## src/rtl/bm_expr_vector_driver_if.sv

```systemverilog
// Operand/response bundle between the expression vector driver and its user.
// The driver takes the slave side; the bench or expression DUT wrapper takes the master side.
interface bm_expr_vector_driver_if #(
    parameter int BITS = 32
);
    logic            start;
    logic            seed_load;
    logic [BITS-1:0] seed_in;
    logic [BITS-1:0] resp_in;
    logic [BITS-1:0] number_in_1_o;
    logic [BITS-1:0] number_in_2_o;
    logic [BITS-2:0] number_in_3_o;
    logic [BITS-1:0] land_1_o;
    logic [BITS-1:0] lor_1_o;
    logic            land_2_o;
    logic            lor_2_o;
    logic            vec_valid;
    logic            busy;
    logic            done;
    logic [15:0]     vec_count;
    logic [BITS-1:0] signature;

    modport master (
        output start, seed_load, seed_in, resp_in,
        input  number_in_1_o, number_in_2_o, number_in_3_o, land_1_o, lor_1_o,
               land_2_o, lor_2_o, vec_valid, busy, done, vec_count, signature
    );

    modport slave (
        input  start, seed_load, seed_in, resp_in,
        output number_in_1_o, number_in_2_o, number_in_3_o, land_1_o, lor_1_o,
               land_2_o, lor_2_o, vec_valid, busy, done, vec_count, signature
    );
endinterface

```

## src/rtl/bm_expr_vector_driver.sv

```systemverilog
// Galois-LFSR operand generator plus MISR response compactor for the expression benchmarks.
// One accepted start issues NUM_VECTORS back-to-back vectors and folds LAT-delayed responses.
module bm_expr_vector_driver #(
    parameter int              BITS        = 32,
    parameter int              NUM_VECTORS = 256,
    parameter int              LAT         = 1,
    parameter logic [BITS-1:0] POLY        = BITS'(32'h80200003),
    parameter logic [BITS-1:0] SEED        = BITS'(32'h00000001)
) (
    input  logic                  clock,
    input  logic                  reset_n,
    bm_expr_vector_driver_if.slave bus
);
    typedef enum logic [1:0] {IDLE, DRIVE, DRAIN, DONE} state_t;

    typedef struct packed {
        logic [BITS-1:0] a;
        logic [BITS-1:0] b;
        logic [BITS-2:0] c;
        logic [BITS-1:0] land1;
        logic [BITS-1:0] lor1;
        logic            land2;
        logic            lor2;
    } vec_t;

    localparam int         HB         = BITS / 2;
    localparam int         PD         = (LAT > 0) ? LAT : 1;
    localparam logic [15:0] LAST_IDX  = 16'(NUM_VECTORS - 1);
    localparam logic [2:0] DRAIN_LAST = 3'((LAT > 0) ? LAT - 1 : 0);

    state_t          state_q, state_d;
    logic [BITS-1:0] lfsr_q, lfsr_d;
    logic [15:0]     cnt_q, cnt_d;
    logic [BITS-1:0] sig_q, sig_d;
    logic [2:0]      drain_q, drain_d;
    logic            vld_q, vld_d;
    logic            busy_q, busy_d;
    logic            done_q, done_d;
    logic [PD-1:0]   vld_pipe_q, vld_pipe_d;
    vec_t            vec_q, vec_d;
    logic            cap_vld;
    logic [BITS-1:0] seed_eff;

    function automatic logic [BITS-1:0] lfsr_step(input logic [BITS-1:0] x);
        return (x >> 1) ^ (x[0] ? POLY : '0);
    endfunction

    // Odd vectors copy land_1 onto lor_1 so the DUT sees equal operands half the time.
    function automatic vec_t mk_vec(input logic [BITS-1:0] l, input logic odd);
        vec_t v;
        v.a     = l;
        v.b     = {l[HB-1:0], l[BITS-1:HB]};
        v.c     = ~l[BITS-2:0];
        v.land1 = v.b;
        v.lor1  = odd ? v.b : l;
        v.land2 = l[0];
        v.lor2  = l[1];
        return v;
    endfunction

    generate
        if (LAT == 0) begin : g_cap0
            assign cap_vld = vld_q;
        end else begin : g_capn
            assign cap_vld = vld_pipe_q[PD-1];
        end
    endgenerate

    assign seed_eff = !bus.seed_load ? SEED : ((bus.seed_in == '0) ? BITS'(1) : bus.seed_in);

    always_comb begin
        state_d    = state_q;
        lfsr_d     = lfsr_q;
        cnt_d      = cnt_q;
        sig_d      = sig_q;
        drain_d    = drain_q;
        vld_d      = 1'b0;
        vec_d      = '0;
        vld_pipe_d = PD'({vld_pipe_q, vld_q});

        if (cap_vld && busy_q)
            sig_d = {sig_q[BITS-2:0], 1'b0} ^ (sig_q[BITS-1] ? POLY : '0) ^ bus.resp_in;

        case (state_q)
            IDLE, DONE: begin
                if (bus.start) begin
                    state_d = DRIVE;
                    lfsr_d  = seed_eff;
                    cnt_d   = '0;
                    sig_d   = '0;
                    vld_d   = 1'b1;
                end
            end
            DRIVE: begin
                // vector cnt_q is on the outputs this cycle; prepare the next one
                cnt_d  = 16'(cnt_q + 16'd1);
                lfsr_d = lfsr_step(lfsr_q);
                if (cnt_q == LAST_IDX) begin
                    state_d = (LAT == 0) ? DONE : DRAIN;
                    drain_d = '0;
                end else begin
                    vld_d = 1'b1;
                end
            end
            DRAIN: begin
                if (drain_q == DRAIN_LAST) state_d = DONE;
                else                       drain_d = 3'(drain_q + 3'd1);
            end
            default: state_d = IDLE;
        endcase

        if (vld_d) vec_d = mk_vec(lfsr_d, cnt_d[0]);
        busy_d = (state_d == DRIVE) || (state_d == DRAIN);
        done_d = (state_d == DONE);
    end

    always_ff @(posedge clock or negedge reset_n) begin
        if (!reset_n) begin
            state_q    <= IDLE;
            lfsr_q     <= SEED;
            cnt_q      <= '0;
            sig_q      <= '0;
            drain_q    <= '0;
            vld_q      <= 1'b0;
            busy_q     <= 1'b0;
            done_q     <= 1'b0;
            vld_pipe_q <= '0;
            vec_q      <= '0;
        end else begin
            state_q    <= state_d;
            lfsr_q     <= lfsr_d;
            cnt_q      <= cnt_d;
            sig_q      <= sig_d;
            drain_q    <= drain_d;
            vld_q      <= vld_d;
            busy_q     <= busy_d;
            done_q     <= done_d;
            vld_pipe_q <= vld_pipe_d;
            vec_q      <= vec_d;
        end
    end

    assign bus.number_in_1_o = vec_q.a;
    assign bus.number_in_2_o = vec_q.b;
    assign bus.number_in_3_o = vec_q.c;
    assign bus.land_1_o      = vec_q.land1;
    assign bus.lor_1_o       = vec_q.lor1;
    assign bus.land_2_o      = vec_q.land2;
    assign bus.lor_2_o       = vec_q.lor2;
    assign bus.vec_valid     = vld_q;
    assign bus.busy          = busy_q;
    assign bus.done          = done_q;
    assign bus.vec_count     = cnt_q;
    assign bus.signature     = sig_q;
endmodule

```

## src/flat_wrapper.sv

```systemverilog
// flat-port wrapper written by rule: the top's interface ports become plain ports
module bm_expr_vector_driver_flat 
#(
    parameter int              BITS        = 32,
    parameter int              NUM_VECTORS = 256,
    parameter int              LAT         = 1,
    parameter logic [BITS-1:0] POLY        = BITS'(32'h80200003),
    parameter logic [BITS-1:0] SEED        = BITS'(32'h00000001)
)
  (clock, reset_n, bus_start, bus_seed_load, bus_seed_in, bus_resp_in, bus_number_in_1_o, bus_number_in_2_o, bus_number_in_3_o, bus_land_1_o, bus_lor_1_o, bus_land_2_o, bus_lor_2_o, bus_vec_valid, bus_busy, bus_done, bus_vec_count, bus_signature);
  bm_expr_vector_driver_if #(.BITS(BITS)) bus_i ();
  input  logic clock;
  input  logic reset_n;
  input wire logic [$bits(bus_i.start)-1:0] bus_start;
  input wire logic [$bits(bus_i.seed_load)-1:0] bus_seed_load;
  input wire logic [$bits(bus_i.seed_in)-1:0] bus_seed_in;
  input wire logic [$bits(bus_i.resp_in)-1:0] bus_resp_in;
  output wire logic [$bits(bus_i.number_in_1_o)-1:0] bus_number_in_1_o;
  output wire logic [$bits(bus_i.number_in_2_o)-1:0] bus_number_in_2_o;
  output wire logic [$bits(bus_i.number_in_3_o)-1:0] bus_number_in_3_o;
  output wire logic [$bits(bus_i.land_1_o)-1:0] bus_land_1_o;
  output wire logic [$bits(bus_i.lor_1_o)-1:0] bus_lor_1_o;
  output wire logic [$bits(bus_i.land_2_o)-1:0] bus_land_2_o;
  output wire logic [$bits(bus_i.lor_2_o)-1:0] bus_lor_2_o;
  output wire logic [$bits(bus_i.vec_valid)-1:0] bus_vec_valid;
  output wire logic [$bits(bus_i.busy)-1:0] bus_busy;
  output wire logic [$bits(bus_i.done)-1:0] bus_done;
  output wire logic [$bits(bus_i.vec_count)-1:0] bus_vec_count;
  output wire logic [$bits(bus_i.signature)-1:0] bus_signature;
  assign bus_i.start = bus_start;
  assign bus_i.seed_load = bus_seed_load;
  assign bus_i.seed_in = bus_seed_in;
  assign bus_i.resp_in = bus_resp_in;
  assign bus_number_in_1_o = bus_i.number_in_1_o;
  assign bus_number_in_2_o = bus_i.number_in_2_o;
  assign bus_number_in_3_o = bus_i.number_in_3_o;
  assign bus_land_1_o = bus_i.land_1_o;
  assign bus_lor_1_o = bus_i.lor_1_o;
  assign bus_land_2_o = bus_i.land_2_o;
  assign bus_lor_2_o = bus_i.lor_2_o;
  assign bus_vec_valid = bus_i.vec_valid;
  assign bus_busy = bus_i.busy;
  assign bus_done = bus_i.done;
  assign bus_vec_count = bus_i.vec_count;
  assign bus_signature = bus_i.signature;
  bm_expr_vector_driver #(.BITS(BITS), .NUM_VECTORS(NUM_VECTORS), .LAT(LAT), .POLY(POLY), .SEED(SEED)) u_core (.clock(clock), .reset_n(reset_n), .bus(bus_i));
endmodule
```

## config.mk

```make
export PLATFORM = sky130hd
export DESIGN_NAME = bm_expr_vector_driver_flat
export DESIGN_NICKNAME = d
export VERILOG_FILES = /design/src/rtl/bm_expr_vector_driver_if.sv /design/src/rtl/bm_expr_vector_driver.sv /design/src/flat_wrapper.sv
export SDC_FILE = /design/constraint.sdc
export NUM_CORES = 1
export LEC_CHECK = 0
export ABC_AREA = 1
export CAP_MARGIN = 20
export CORE_UTILIZATION = 50
export CTS_BUF_LIST = sky130_fd_sc_hd__clkbuf_16
export DETAILED_ROUTE_END_ITERATION = 16
export PLACE_DENSITY = 0.86
export SYNTH_ARGS = -nofsm -noshare
export SYNTH_HDL_FRONTEND = slang
export SYNTH_SLANG_ARGS = --single-unit
```

## constraint.sdc

```tcl
create_clock -name clock -period 4.3 [get_ports clock]
set_input_delay 0.645 -clock clock [delete_from_list [all_inputs] [get_ports clock]]
set_output_delay 0.645 -clock clock [all_outputs]
set_load 0.03 [all_outputs]
```

==> Yosys cells after proc, flatten, opt, wreduce, memory -nomap -nowiden <==
Cells that the tools add are included.
{ "word_totals": {"regBits": 250, "inputBits": 68, "output_inout_bits": 212, "elab_cells": 66} }
{ "classes": {"n_addsub": 2, "eq_ne": 10, "n_mux": 23, "n_bitwise": 4, "n_reduce_logical": 10} }
{ "ops": {"columns": ["op", "count"], "rows": [
  ["2-to-1 mux 32 bit", 9],
  ["2-to-1 mux 161 bit", 1],
  ["case mux 32 bit (2 select lines)", 1],
  ["XOR 32 bit", 2],
  ["zero test 32 bit", 1],
  ["case mux 16 bit (2 select lines)", 1],
  ["XOR 31 x 32 -> 32 bit", 1],
  ["inverter 31 bit", 1],
  ["adder 16 x 1 -> 16 bit, second input constant", 1],
  ["equality test 16 x 8 -> 1 bit, second input constant", 1],
  ["2-to-1 mux 16 bit", 1],
  ["equality test 2 bit, second input constant", 4],
  ["2-to-1 mux 2 bit", 3],
  ["2-to-1 mux 3 bit", 2],
  ["case mux 2 bit (3 select lines)", 1],
  ["case mux 3 bit (2 select lines)", 1],
  ["equality test 2 x 1 -> 1 bit, second input constant", 2],
  ["!= test 2 bit, second input constant", 2],
  ["nonzero test 2 bit", 2],
  ["adder 3 x 1 -> 3 bit, second input constant", 1],
  ["zero test 3 bit", 1],
  ["AND reduction 3 bit", 1],
  ["zero test 2 bit", 1],
  ["2-to-1 mux 1 bit", 2],
  ["6 further kinds", 6]
]} }

==> Longest topological paths before layout <==
{ "logic_depth": {"ltp_word": 7, "depth_mapped": 13, "mapped_depth_nobuf": 12} }

==> Least setup slack after synthesis <==
OpenSTA, ideal clock, no wires.
{ "synth_path": {"kind": "register to register", "startpoint": "register u_core.cnt_q[0] (netlist: u_core.bus.vec_count[0])", "endpoint": "register u_core.vec_q, in the netlist u_core.bus.number_in_2_o[15]", "setup_time_ns": 0.134, "t_arrival_ns": 1.818, "required_ns": 4.166, "slack_ns": 2.349, "stages_incl_launch_ff": 13, "path_buffers": 2, "period_less_slack_ns": 1.951, "cell_sequence": "dfrtp_1 > ha_1 > nand2_1 > nor2_2 > nand2_1 > nor3_2 > nand2_1 > nand2_1 > nand2_1 > nand2_2 > buf_6 > buf_6 > nor2_1"} }
{ "synth_rtl": {"columns": ["element", "line", "rtl"], "rows": [
  ["start: declaration", "bm_expr_vector_driver.sv:33", "logic [15:0] cnt_q, cnt_d;"],
  ["start signal: assignment", "bm_expr_vector_driver.sv:132", "cnt_q <= cnt_d;"],
  ["end signal: assignment", "bm_expr_vector_driver.sv:139", "vec_q <= vec_d;"],
  ["end: declaration", "bm_expr_vector_driver.sv:40", "vec_t vec_q, vec_d;"]
]} }

==> out/summary.txt <==
Via count: 7062
Pre-CTS WS: 983.7 ps
Post-synth EDFFs: 0
Antenna diodes: 0
Combinational Power Share: 57.0%
Max-cap violation count: 0
Hold Path Class: in2async
Sw power: 5.060 mW
Syn_nets: 971
DR vias/cell: 5.326
Synthesized area per cell: 9.566 sq um
Worst slew pin tran: 1100 ps
Largest net degree at the start of global routing: 113
Final Max Tran Viols: 0
Post-Place Cells: 1292
CTS-repair resized insts: 0
GR Util met2: 42.26%
Vias in the first global route: 6826
First-pass DRT Iterations: 5
Routability cong.: 0.8604
Met3 usage: 5.441%
I/O pin cnt: 280
Ys Warns: 0
Hold Slack: 330.1 ps
Seq pwr share: 28.1%
Status: completed
Die Wd: 133 um
Layout cells sized above 1: 10.40%
CTS Buf Count: 17
Worst r2r src: u_core.state_q[1]
Root buf cell: clkbuf_16
Crit end category: register
Slowest CP cell: o21ai_4
Delay of the slowest cell on the worst path: 860 ps
Total Routing Usage GR: 25.97%
Clock power frac: 14.9%
Most common cell after layout, fill and taps aside: clkdlybuf4s50_1
Most used cell, CP: inv_1
Slew Limit Headroom: 26.40%
FP Rows: 47
Req. time, crit path: 4580 ps
Clock Latency Late Sink: 430 ps
RSZ-0062 raised after global routing: no
Worst reg-to-reg setup slack: 910 ps
Critical Path Source Type: register
Worst EP arrival: 3660 ps
Internal power: 5.581 mW
Final min period: 3387 ps
Clock Sinks: 184
Die ar.: 17690 sq um
Placed instance area: 10930 sq um
Total Neg Setup Slack: 0 ps
Design Area, Final: 11590 sq um
Clock Path Buffers: 2
Initial cell density of the core: 51.56%
VDD IR max: 511.0 uV
Synth Instances: 897
# hold bufs at CTS: 0
Synth-to-layout area growth: 35.10%
PnR worst setup slack: 913.2 ps
Switching share of total power: 47.55%
Worst r2r path cells: 9
Distinct cell type count after synthesis: 41
DR DRC count: 0
IO Port Bufs: 279
Max frequency: 295.3 MHz
Routed Antenna Nets: 0
Routed length per instance: 17.22 um
Final WL: 22840 um
Clk pin slew, worst setup/hold paths: 70 ps
Layout Cells excl Fill: 1326
Max FO, Critical Path: 33
R2R Path End: u_core.bus.lor_1_o[12]
Most used DFF post-synth: dfrtp_1
Register area share after synthesis: 53.67%
Core Region: 16640 sq um
CTS H-tree lvls: 4
Static leakage power: 5.048 nW
Asr flop ratio synth: 100.0%
Die Height: 133 um
CTS tree: yes
DR iter-0 viols: 523
Final period util: 78.76%
# Post-CTS Setup Buffers: 0
Nets: 1167
Initial antenna violation count: 0
Power per Cell Area: 918.0 nW/um^2
Final hold violations: 0
First-pass GRT wire length: 35550 um
Most Crowded Layer GR: met2
Setup violators final: 0
Most frequent cells in the layout: 278 x clkdlybuf4s50_1, 183 x dfrtp_1, 129 x nor2_1
Met1 usage: 33.22%
Kind of critical path: reg2reg
CP Cell Sequence: inv_1 -> ha_1 -> buf_4 -> inv_1 -> nor2_2 -> o21ai_4 -> inv_2 -> nor2_1 -> a211oi_2
Total gr overflow: 0
Mapped cell area: 8581 sq um
Seq cells post-synth: 184
Post-DP HPWL: 15720 um
Max Clock Skew: 13.83 ps
==> state kept, by name, indices dropped and copies added, names as in the netlist, 2 cells and up <==
| signal | count |
|---|---|
| u_core.bus.lor_1_o | 32 |
| u_core.bus.number_in_1_o | 31 |
| u_core.bus.number_in_3_o | 31 |
| u_core.bus.signature | 32 |
| u_core.bus.vec_count | 16 |
| u_core.drain_q | 3 |
| u_core.lfsr_q | 32 |
| u_core.state_q | 2 |
==> critical path, delay by kind of cell (launching register included) <==
family,cells,cell delay [ps]
DFF,1,350
AOI/OAI and AO/OA,2,940
and+or+nand+nor,2,450
buffers and inverters,4,1270
adders and majority gates,1,180
==> worst max path at each step <==
stage | slack [ps] | end | depth (start not counted) | start
global route | 720 | u_core.bus.lor_1_o[12] | 9 | u_core.state_q[1]
detailed placement | 980 | u_core.bus.lor_1_o[21] | 9 | u_core.state_q[1]
global placement | 1160 | u_core.bus.lor_1_o[12] | 8 | bus_start
CTS | 900 | u_core.bus.lor_1_o[12] | 9 | u_core.state_q[1]
floorplan | 2350 | u_core.bus.number_in_2_o[15] | 12 | u_core.bus.vec_count[0]
finish | 910 | u_core.bus.lor_1_o[12] | 9 | u_core.state_q[1]
==> cell usage after synthesis, types with 2 or more instances <==
master,n,area [sq um]
inv_2,26,97.59
nor2_2,3,18.77
nand2_1,70,262.8
dfrtp_1,183,4579
inv_1,50,187.7
nand3_1,53,265.3
nand2_2,3,18.77
o21bai_1,2,15.01
a211oi_1,7,52.55
o2111ai_1,5,43.79
buf_6,10,112.6
nor2_1,129,484.2
nand2_4,2,22.52
o21ai_2,12,105.1
o21ai_1,20,100.1
ha_1,6,75.07
a21oi_1,73,365.4
o211ai_1,9,67.56
clkbuf_1,12,45.04
o21ai_0,58,290.3
a211oi_2,21,262.8
buf_2,14,70.07
xor2_1,5,43.79
buf_4,74,555.5
nand4_1,2,12.51
nor3_1,5,25.02
xnor2_1,29,254.0
==> metrics by stage <==
| stage | total power [mW] | utilization [%] |
|---|---|---|
| after floorplan | 7.112 | - |
| after global placement | 8.881 | 65.66 |
| after detailed placement | 8.994 | 65.66 |
| after CTS | 10.64 | 69.33 |
| after global routing | 11.19 | 69.66 |
| final | 10.64 | 69.66 |
==> power by group through the flow <==
stage / logic (mW) / clock network (mW) / registers [mW]
floorplan: 3.07 / 0 / 4.04
global placement: 5.88 / 0 / 3.00
detailed placement: 5.99 / 0 / 3.00
CTS: 6.05 / 1.61 / 2.99
global route: 6.44 / 1.68 / 3.07
finish: 6.07 / 1.58 / 2.99
==> cell type report <==
class                           count  area (sq um)
Clock inverter                     15         185.2
Fill cell                        1228          5050
Inverter                           77         294.0
Clock buffer                       17         425.4
Tap cell                          220         275.3
Timing Repair Buffer              287          2897
Multi-Input combinational cell    526          2910
Sequential cell                   184          4606
==> per-layer routing <==
| metal | share of wire [%] | vias up |
|---|---|---|
| met2 | 48 | 379 |
| met5 | 0 | - |
| met4 | 3.4 | 0 |
| met1 | 40 | 3345 |
| met3 | 7.9 | 52 |
| li1 | - | 3286 |
==> cell families (layout without fill, tap and decap cells) <==
kind of cell	count (synthesis)	in the layout	share of synthesized area, %
AND/OR/NAND/NOR	272	272	13.50
AO/OA/AOI/OAI	214	214	15.92
buffers and inverters	187	396	12.55
flip-flops	184	184	53.67
XOR/XNOR	34	34	3.470
adder cells (fa/ha/maj)	6	6	0.8749
No activity file was read; power rests on OpenSTA's default activity.
